[src/rtl/y_byte_stuffer.sv]
// JPEG Y-channel byte stuffer: 4-entry word FIFO feeding an MSB-first byte emitter with 0xFF->0x00 stuffing.
// Optional macro BYTE_STUFF_EOI_EN appends the EOI marker (0xFF 0xD9) after the image's last word.
module y_byte_stuffer (
    input  logic        clk,
    input  logic        rst,
    input  logic [31:0] JPEG_bitstream,
    input  logic        data_ready,
    input  logic        eof_in,
    input  logic [4:0]  eof_bits,
    output logic [7:0]  byte_out,
    output logic        byte_valid,
    input  logic        byte_ready,
    output logic        fifo_full,
    output logic        overflow,
    output logic        eoi_done
);

`ifdef BYTE_STUFF_EOI_EN
    localparam logic EOI_EN = 1'b1;
`else
    localparam logic EOI_EN = 1'b0;
`endif

    typedef enum logic [2:0] {
        IDLE  = 3'd0,
        EMIT  = 3'd1,
        STUFF = 3'd2,
        EOI1  = 3'd3,
        EOI2  = 3'd4
    } state_t;

    state_t      state_q, state_d;
    logic [1:0]  wr_ptr_q, wr_ptr_d;
    logic [1:0]  rd_ptr_q, rd_ptr_d;
    logic [2:0]  count_q, count_d;
    logic [31:0] fifo_word_q [4];
    logic [31:0] fifo_word_d [4];
    logic [2:0]  fifo_cnt_q  [4];
    logic [2:0]  fifo_cnt_d  [4];
    logic        fifo_last_q [4];
    logic        fifo_last_d [4];
    logic [31:0] shift_q, shift_d;
    logic [2:0]  left_q, left_d;
    logic        last_q, last_d;
    logic        overflow_q, overflow_d;
    logic        eoi_done_q, eoi_done_d;

    logic        pop;
    logic        finish;
    logic        wr_en;
    logic [31:0] in_word;
    logic [2:0]  in_cnt;

    assign fifo_full = (count_q == 3'd4);
    assign overflow  = overflow_q;
    assign eoi_done  = eoi_done_q;

    // Last word: keep the top eof_bits bits, pad the rest with ones; byte count rounds up.
    always_comb begin
        in_word = JPEG_bitstream;
        in_cnt  = 3'd4;
        if (eof_in && (eof_bits != 5'd0)) begin
            in_word = JPEG_bitstream | (32'hFFFF_FFFF >> eof_bits);
            in_cnt  = {1'b0, eof_bits[4:3]} + {2'b00, |eof_bits[2:0]};
        end
    end

    always_comb begin
        state_d    = state_q;
        shift_d    = shift_q;
        left_d     = left_q;
        last_d     = last_q;
        pop        = 1'b0;
        finish     = 1'b0;
        eoi_done_d = 1'b0;
        byte_out   = 8'h00;
        byte_valid = 1'b0;

        case (state_q)
            IDLE: begin
                if (count_q != 3'd0) pop = 1'b1;
            end
            EMIT: begin
                byte_valid = 1'b1;
                byte_out   = shift_q[31:24];
                if (byte_ready) begin
                    shift_d = {shift_q[23:0], 8'h00};
                    left_d  = left_q - 3'd1;
                    if (shift_q[31:24] == 8'hFF) state_d = STUFF;
                    else if (left_q == 3'd1)     finish  = 1'b1;
                end
            end
            STUFF: begin
                byte_valid = 1'b1;
                if (byte_ready) begin
                    if (left_q == 3'd0) finish  = 1'b1;
                    else                state_d = EMIT;
                end
            end
            EOI1: begin
                byte_valid = 1'b1;
                byte_out   = 8'hFF;
                if (byte_ready) state_d = EOI2;
            end
            EOI2: begin
                byte_valid = 1'b1;
                byte_out   = 8'hD9;
                if (byte_ready) begin
                    eoi_done_d = 1'b1;
                    if (count_q != 3'd0) pop     = 1'b1;
                    else                 state_d = IDLE;
                end
            end
            default: state_d = IDLE;
        endcase

        // Entry exhausted: marker, back-to-back pop of the next entry, or idle.
        if (finish) begin
            if (last_q && EOI_EN) begin
                state_d = EOI1;
            end else begin
                eoi_done_d = last_q;
                if (count_q != 3'd0) pop     = 1'b1;
                else                 state_d = IDLE;
            end
        end

        if (pop) begin
            shift_d = fifo_word_q[rd_ptr_q];
            left_d  = fifo_cnt_q[rd_ptr_q];
            last_d  = fifo_last_q[rd_ptr_q];
            state_d = EMIT;
        end
    end

    always_comb begin
        fifo_word_d = fifo_word_q;
        fifo_cnt_d  = fifo_cnt_q;
        fifo_last_d = fifo_last_q;
        wr_en       = data_ready && (!fifo_full || pop);
        overflow_d  = overflow_q | (data_ready && fifo_full && !pop);
        wr_ptr_d    = wr_ptr_q;
        rd_ptr_d    = rd_ptr_q;
        if (wr_en) begin
            fifo_word_d[wr_ptr_q] = in_word;
            fifo_cnt_d[wr_ptr_q]  = in_cnt;
            fifo_last_d[wr_ptr_q] = eof_in;
            wr_ptr_d              = wr_ptr_q + 2'd1;
        end
        if (pop) rd_ptr_d = rd_ptr_q + 2'd1;
        count_d = count_q + {2'b00, wr_en} - {2'b00, pop};
    end

    always_ff @(posedge clk or posedge rst) begin
        if (rst) begin
            state_q    <= IDLE;
            wr_ptr_q   <= 2'd0;
            rd_ptr_q   <= 2'd0;
            count_q    <= 3'd0;
            shift_q    <= 32'd0;
            left_q     <= 3'd0;
            last_q     <= 1'b0;
            overflow_q <= 1'b0;
            eoi_done_q <= 1'b0;
            for (int i = 0; i < 4; i++) begin
                fifo_word_q[i] <= 32'd0;
                fifo_cnt_q[i]  <= 3'd0;
                fifo_last_q[i] <= 1'b0;
            end
        end else begin
            state_q     <= state_d;
            wr_ptr_q    <= wr_ptr_d;
            rd_ptr_q    <= rd_ptr_d;
            count_q     <= count_d;
            shift_q     <= shift_d;
            left_q      <= left_d;
            last_q      <= last_d;
            overflow_q  <= overflow_d;
            eoi_done_q  <= eoi_done_d;
            fifo_word_q <= fifo_word_d;
            fifo_cnt_q  <= fifo_cnt_d;
            fifo_last_q <= fifo_last_d;
        end
    end

endmodule

[config.mk]
export PLATFORM = sky130hd
export DESIGN_NAME = y_byte_stuffer
export DESIGN_NICKNAME = d
export VERILOG_FILES = /design/src/rtl/y_byte_stuffer.sv
export SDC_FILE = /design/constraint.sdc
export NUM_CORES = 1
export LEC_CHECK = 0
export ABC_AREA = 1
export BUFFER_PORTS_ARGS = -buffer_cell sky130_fd_sc_hd__buf_2
export CAP_MARGIN = 20
export CELL_PAD_IN_SITES_DETAIL_PLACEMENT = 2
export CELL_PAD_IN_SITES_GLOBAL_PLACEMENT = 2
export CORE_UTILIZATION = 38
export CTS_BUF_LIST = sky130_fd_sc_hd__clkbuf_4
export DETAILED_ROUTE_END_ITERATION = 8
export PLACE_DENSITY_LB_ADDON = 0.1
export SLEW_MARGIN = 25
export SYNTH_ARGS = -nofsm -noshare
export SYNTH_HDL_FRONTEND = slang
export SYNTH_SLANG_ARGS = --single-unit
[constraint.sdc]
create_clock -name clk -period 6.9 [get_ports clk]
set_input_delay 0 -clock clk [delete_from_list [all_inputs] [get_ports clk]]
set_output_delay 0 -clock clk [all_outputs]
set_load 0.01 [all_outputs]
# After elaboration in Yosys (flattened, before gate mapping)

Cells that the tools add are included.

Reductions and logical operators: 17
Divide/modulo/power cells: 0
Bitwise logic cells: 4
Magnitude comparators: 3
Multiplexer cells: 53
Equality and inequality tests: 7
Multipliers: 0
Shifts and indexed selects: 1
$add $sub $neg: 6

Operators with widths:

| cell                  | count |
|---|---|
| $mux 32               | 7 |
| $bwmux 128            | 1 |
| $bmux 32 s2           | 1 |
| $demux 32 s2          | 1 |
| $mux 3                | 17 |
| $or 32x32->32         | 1 |
| $shr 32x5->32 const A | 1 |
| $pmux 8 s3            | 1 |
| $mux 1                | 16 |
| $pmux 3 s5            | 1 |
| $bwmux 12             | 1 |
| $eq 8x8->1 const B    | 1 |
| $bmux 3 s2            | 1 |
| $demux 3 s2           | 1 |
| $eq 3x1->1 const B    | 2 |
| $eq 3x2->1 const B    | 2 |
| $eq 3x3->1 const B    | 2 |
| $ge 3x3->1 const B    | 2 |
| $logic_not 3->1       | 2 |
| $not 2->3             | 2 |
| $logic_and 1x1->1     | 5 |
| $reduce_bool 5->1     | 1 |
| $add 2x1->2 const B   | 2 |
| $bwmux 4              | 1 |
| 16 further kinds      | 19 |

Register bits after elaboration: 192
Bits in latches: 0
Input port bits: 42
Bits in writable memories: 0
Output and inout bits: 12
Memories: 0
Memory bits (read-only): 0
Logic and storage cells: 112

# Longest topological paths before layout

Word-level depth: 10
Gate-level depth with buffers: 17
Mapped depth without buffers: 16

# Worst setup path after synthesis

Ideal clock, no wire load.

Path kind: flip-flop to flip-flop
From: register left_q[0]
To: register count_q[2]
Path buffers: 1
Cell stages (with the launch flop): 18
Arrival: 2.248 ns
Slack: 4.531 ns
Required time: 6.778 ns
Setup time: 0.122 ns
Period minus slack after synthesis: 2.369 ns
Cells stage by stage: dfrtp_1 inv_1 ha_1 inv_1 nor2_1 nor2_1 nor2_4 nand2_2 nand4_4 buf_2 nand2_1 inv_1 nand2_1 nand2_1 ha_1 inv_1 fa_1 xor2_1

Word-level cells in the longest chain between the ends: 10
Elaborated cells on any way between the ends: 13
Classes of those cells: add/sub: 2; eq/ne: 1; mux: 7; reduce/logical: 3

RTL lines:

| what                   | line | text |
|---|---|---|
| start, declared        | 43   | `logic [2:0] left_q, left_d;` |
| start signal, assigned | 176  | `left_q <= left_d;` |
| $eq 3x1->1             | 90   | `else if (left_q == 3'd1) finish = 1'b1;` |
| $mux 1                 | 90   |  |
| $mux 1                 | 89   | `if (shift_q[31:24] == 8'hFF) state_d = STUFF;` |
| $mux 1                 | 86   | `if (byte_ready) begin` |
| $pmux 1 s2 (*)         | 79   | `case (state_q)` |
| $mux 1 (*)             | 118  | `if (finish) begin` |
| $logic_or 1x1->1       | 140  | `wr_en = data_ready && (!fifo_full \|\| pop);` |
| $logic_and 1x1->1      | 140  |  |
| $add 3x1->3            | 151  | `count_d = count_q + {2'b00, wr_en} - {2'b00, pop};` |
| $sub 3x1->3 (*)        | 151  |  |
| named net count_d[2]   | 35   | `logic [2:0] count_q, count_d;` |
| end signal, assigned   | 174  | `count_q <= count_d;` |
| end, declared          | 35   |  |

Mark *: on every way through the listed nets, which the timed path passes. The rest lies on a longest branch.
A chain may end at the register's enable or synchronous reset.

# Final worst setup path

Ends and elaborated chain as after synthesis.

==> results by group <==
Placed design
  – Number of port buffers: 53
  – Worst slack at placement: 3430 ps
  – Placed Cells: 1615
  – RePlAce Congestion: 0.807
  – Post-DP HPWL: 21.7 mm

STA
  – Final hold vios: 0
  – RSZ-0062 raised after global routing: false
  – Setup Skew: 39.3 ps
  – # setup viols final: 0
  – Crit share post-route: 49.6%
  – Final min period: 3430 ps
  – Max Freq: 292 MHz
  – Actual slew at the worst max-slew pin: 997 ps
  – Worst setup margin: 3470 ps
  – Slew Viols, Final: 0
  – Slew headroom: 33.5%
  – Setup_tns: 0 ps

Die
  – Die Y: 165 um
  – Core Area: 0.0261 sq mm
  – Top Ports: 54
  – Chip Width: 165 um
  – Die area: 0.0272 sq mm
  – Row count: 59
  – Initial Util: 38.7%

Synthesis
  – Mapped Cells: 1314
  – Post-synthesis sequential area ratio: 47.7%
  – Post-Syn Area: 0.0101 sq mm
  – Flops & latches, synth: 192
  – Post-synth ARST share: 100%
  – Most frequent cell after synthesis: nand2_1
  – Syn_area_per_cell: 7.67 sq um
  – Top FF cell, synth: dfrtp_1
  – Synth top area share: 47.7%
  – Largest cells by area after synthesis: dfrtp_1, nand2_1, nand4_1
  – Post-synth top cells: nand2_1, dfrtp_1, nand4_1
  – Syn. warnings: 0
  – Number of synthesized flops with an enable pin: 0
  – Post-synthesis cell type with the largest combined area: dfrtp_1
  – Post-Syn Nets: 1370
  – Unique cell type count in the Yosys netlist: 33

Cells and area
  – Final core occ: 42.5%
  – Layout area overhead: 9.92%
  – Fin nets: 1393
  – Non-Filler Instances: 1686
  – Layout cells sized above 1: 9.19%

Route
  – Vias per cell: 5.74
  – Via count: 9672
  – DR pass1 iterations: 4
  – Routed len/inst: 22.1 um
  – Starting DRC count in detailed routing: 608
  – Detailed Route WL: 37.3 mm
  – Routed Antenna Nets: 0
  – DRC violations left: 0

Global routing
  – Aggregate global routing overflow: 0
  – Gr usage total: 28.8%
  – Vias in the first global route: 10290
  – Largest net degree at the start of global routing: 126
  – Global-route wire length before repair: 59.0 mm
  – Initial antenna violation count: 1

Outcome
  – Outcome: complete, no violations

Critical path
  – Startpoint types: flip-flop
  – Crit Path Class: reg -> reg
  – Worst path arrival time: 3950 ps
  – RR Startpoint: left_q[0]$_DFFE_PP0P_
  – Peak fanout along the critical path: 34
  – Crit. End Element: flip-flop
  – Critical Path RT: 7420 ps
  – Worst setup path startpoint: left_q[0]$_DFFE_PP0P_

Clocking
  – CTS tree: built
  – Clock root cell: clkbuf_4
  – Worst skew pair latency: 620 ps
  – H-tree depth: 4
  – Max clock buf depth: 2
  – Worst-path clk slew: 180 ps
  – Cts bufs inserted: 17
  – # resized after CTS: 0
  – CTS Sinks: 192

Pwr
  – Worst VDD drop: 0.244 mV
  – Power Density: 447 mW/mm^2
  – Leak pwr: 5.71 nW
  – Total power: 4.96 mW

Hold path
  – HP Class: in -> async

Job
  – Maxcap violations: 0
worst max-delay path, stage by stage, from the launching register on:
cell	delay (ps)
dfrtp_1	430
inv_1	110
ha_1	160
inv_1	50
nor2_1	80
nor2_1	80
nor2_4	140
nand2_2	90
nand2_2	460
nand2_4	380
inv_1	390
nand2_1	140
nand2_1	90
ha_1	130
inv_1	50
fa_1	380
xor2_1	170
cell families (layout without fill, tap and decap cells):
logic type               count (synthesis)  count (layout)  share of synthesized area, %
adder cells (fa/ha/maj)                 14              14                          1.81
AO/OA/AOI/OAI                          152             152                          8.95
flip-flops                             192             192                          47.7
buffers and inverters                  142             177                          6.20
XOR/XNOR                                 3               3                         0.261
other                                    0               2                             0
AND/OR/NAND/NOR                        811             811                          35.1
final timing paths:
path                                               end  cells after the start  slack [ps]
max                               count_q[2]$_DFF_PP0_                     16        3470
min in group clk           fifo_word_q[88]$_DFFE_PP0P_                      4          70
min reg2reg                fifo_word_q[79]$_DFFE_PP0P_                      2         490
min                        fifo_word_q[25]$_DFFE_PP0P_                      3          50
max reg2reg                       count_q[2]$_DFF_PP0_                     16        3470
max in group asynchronous      rd_ptr_q[0]$_DFFE_PP0N_                      4        5220
per-stage QoR:
stage,hold WS (ps),instance area (sq um)
6_report,47.0,11100
3_3_place_gp,276,10400
5_1_grt,19.4,11100
4_1_cts,3.99,11100
3_5_place_dp,272,10400
2_1_floorplan,149,10100
timing repair:
item                      CTS  global route
hold endpoints to repair  257             0
hold buffers               38             0
buffers inserted            0             0
power breakdown:
| group | switching (mW) | total [mW] | internal (mW) |
|---|---|---|---|
| Sequential | 0.291 | 1.93 | 1.64 |
| Combinational | 1.71 | 2.39 | 0.685 |
| Clock | 0.444 | 0.635 | 0.191 |
| Total | 2.44 | 4.96 | 2.51 |
cell type report:
type	instances	area [sq um]
clock inverters	14	145
clock buffers	17	128
repair buffers	107	772
multi-input cells	980	4650
flip-flops and latches	192	4810
well taps	335	419
diodes	2	5.00
fillers	3024	15000
inverters	39	154
metal layers:
layer / global-route usage, % / vias up / wire (um)
met5: 0 / - / 0
met4: 6.88 / 0 / 609
met2: 48.1 / 209 / 18000
met1: 38.9 / 4997 / 17100
li1: - / 4416 / -
met3: 4.77 / 50 / 1570
flip-flops by register name (all words and copies together) (netlist names), 3 cells and up:
name	flops
count_q	3
fifo_cnt_q	12
fifo_last_q	4
fifo_word_q	128
left_q	3
shift_q	32
state_q	3
cell usage in the layout (no fill, tap or decap), types with 2 or more instances in the layout:
master | synthesis | final
a22oi_1 | 2 | 2
a31o_2 | 2 | 2
buf_2 | 37 | 52
buf_4 | 8 | 16
clkbuf_4 | 0 | 17
clkinv_1 | 1 | 3
clkinv_4 | 0 | 3
dfrtp_1 | 192 | 191
diode_2 | 0 | 2
dlygate4sd3_1 | 0 | 38
ha_1 | 13 | 13
inv_1 | 33 | 31
inv_2 | 5 | 5
inv_6 | 0 | 5
inv_8 | 0 | 4
nand2_1 | 512 | 512
nand2_2 | 3 | 3
nand3_1 | 30 | 30
nand3_2 | 6 | 6
nand4_1 | 144 | 144
nor2_1 | 106 | 106
nor3_1 | 3 | 3
o21ai_0 | 80 | 80
o21bai_1 | 27 | 27
o22ai_1 | 37 | 37
or2_2 | 3 | 3
xor2_1 | 3 | 3
No activity file was read; power rests on OpenSTA's default activity.
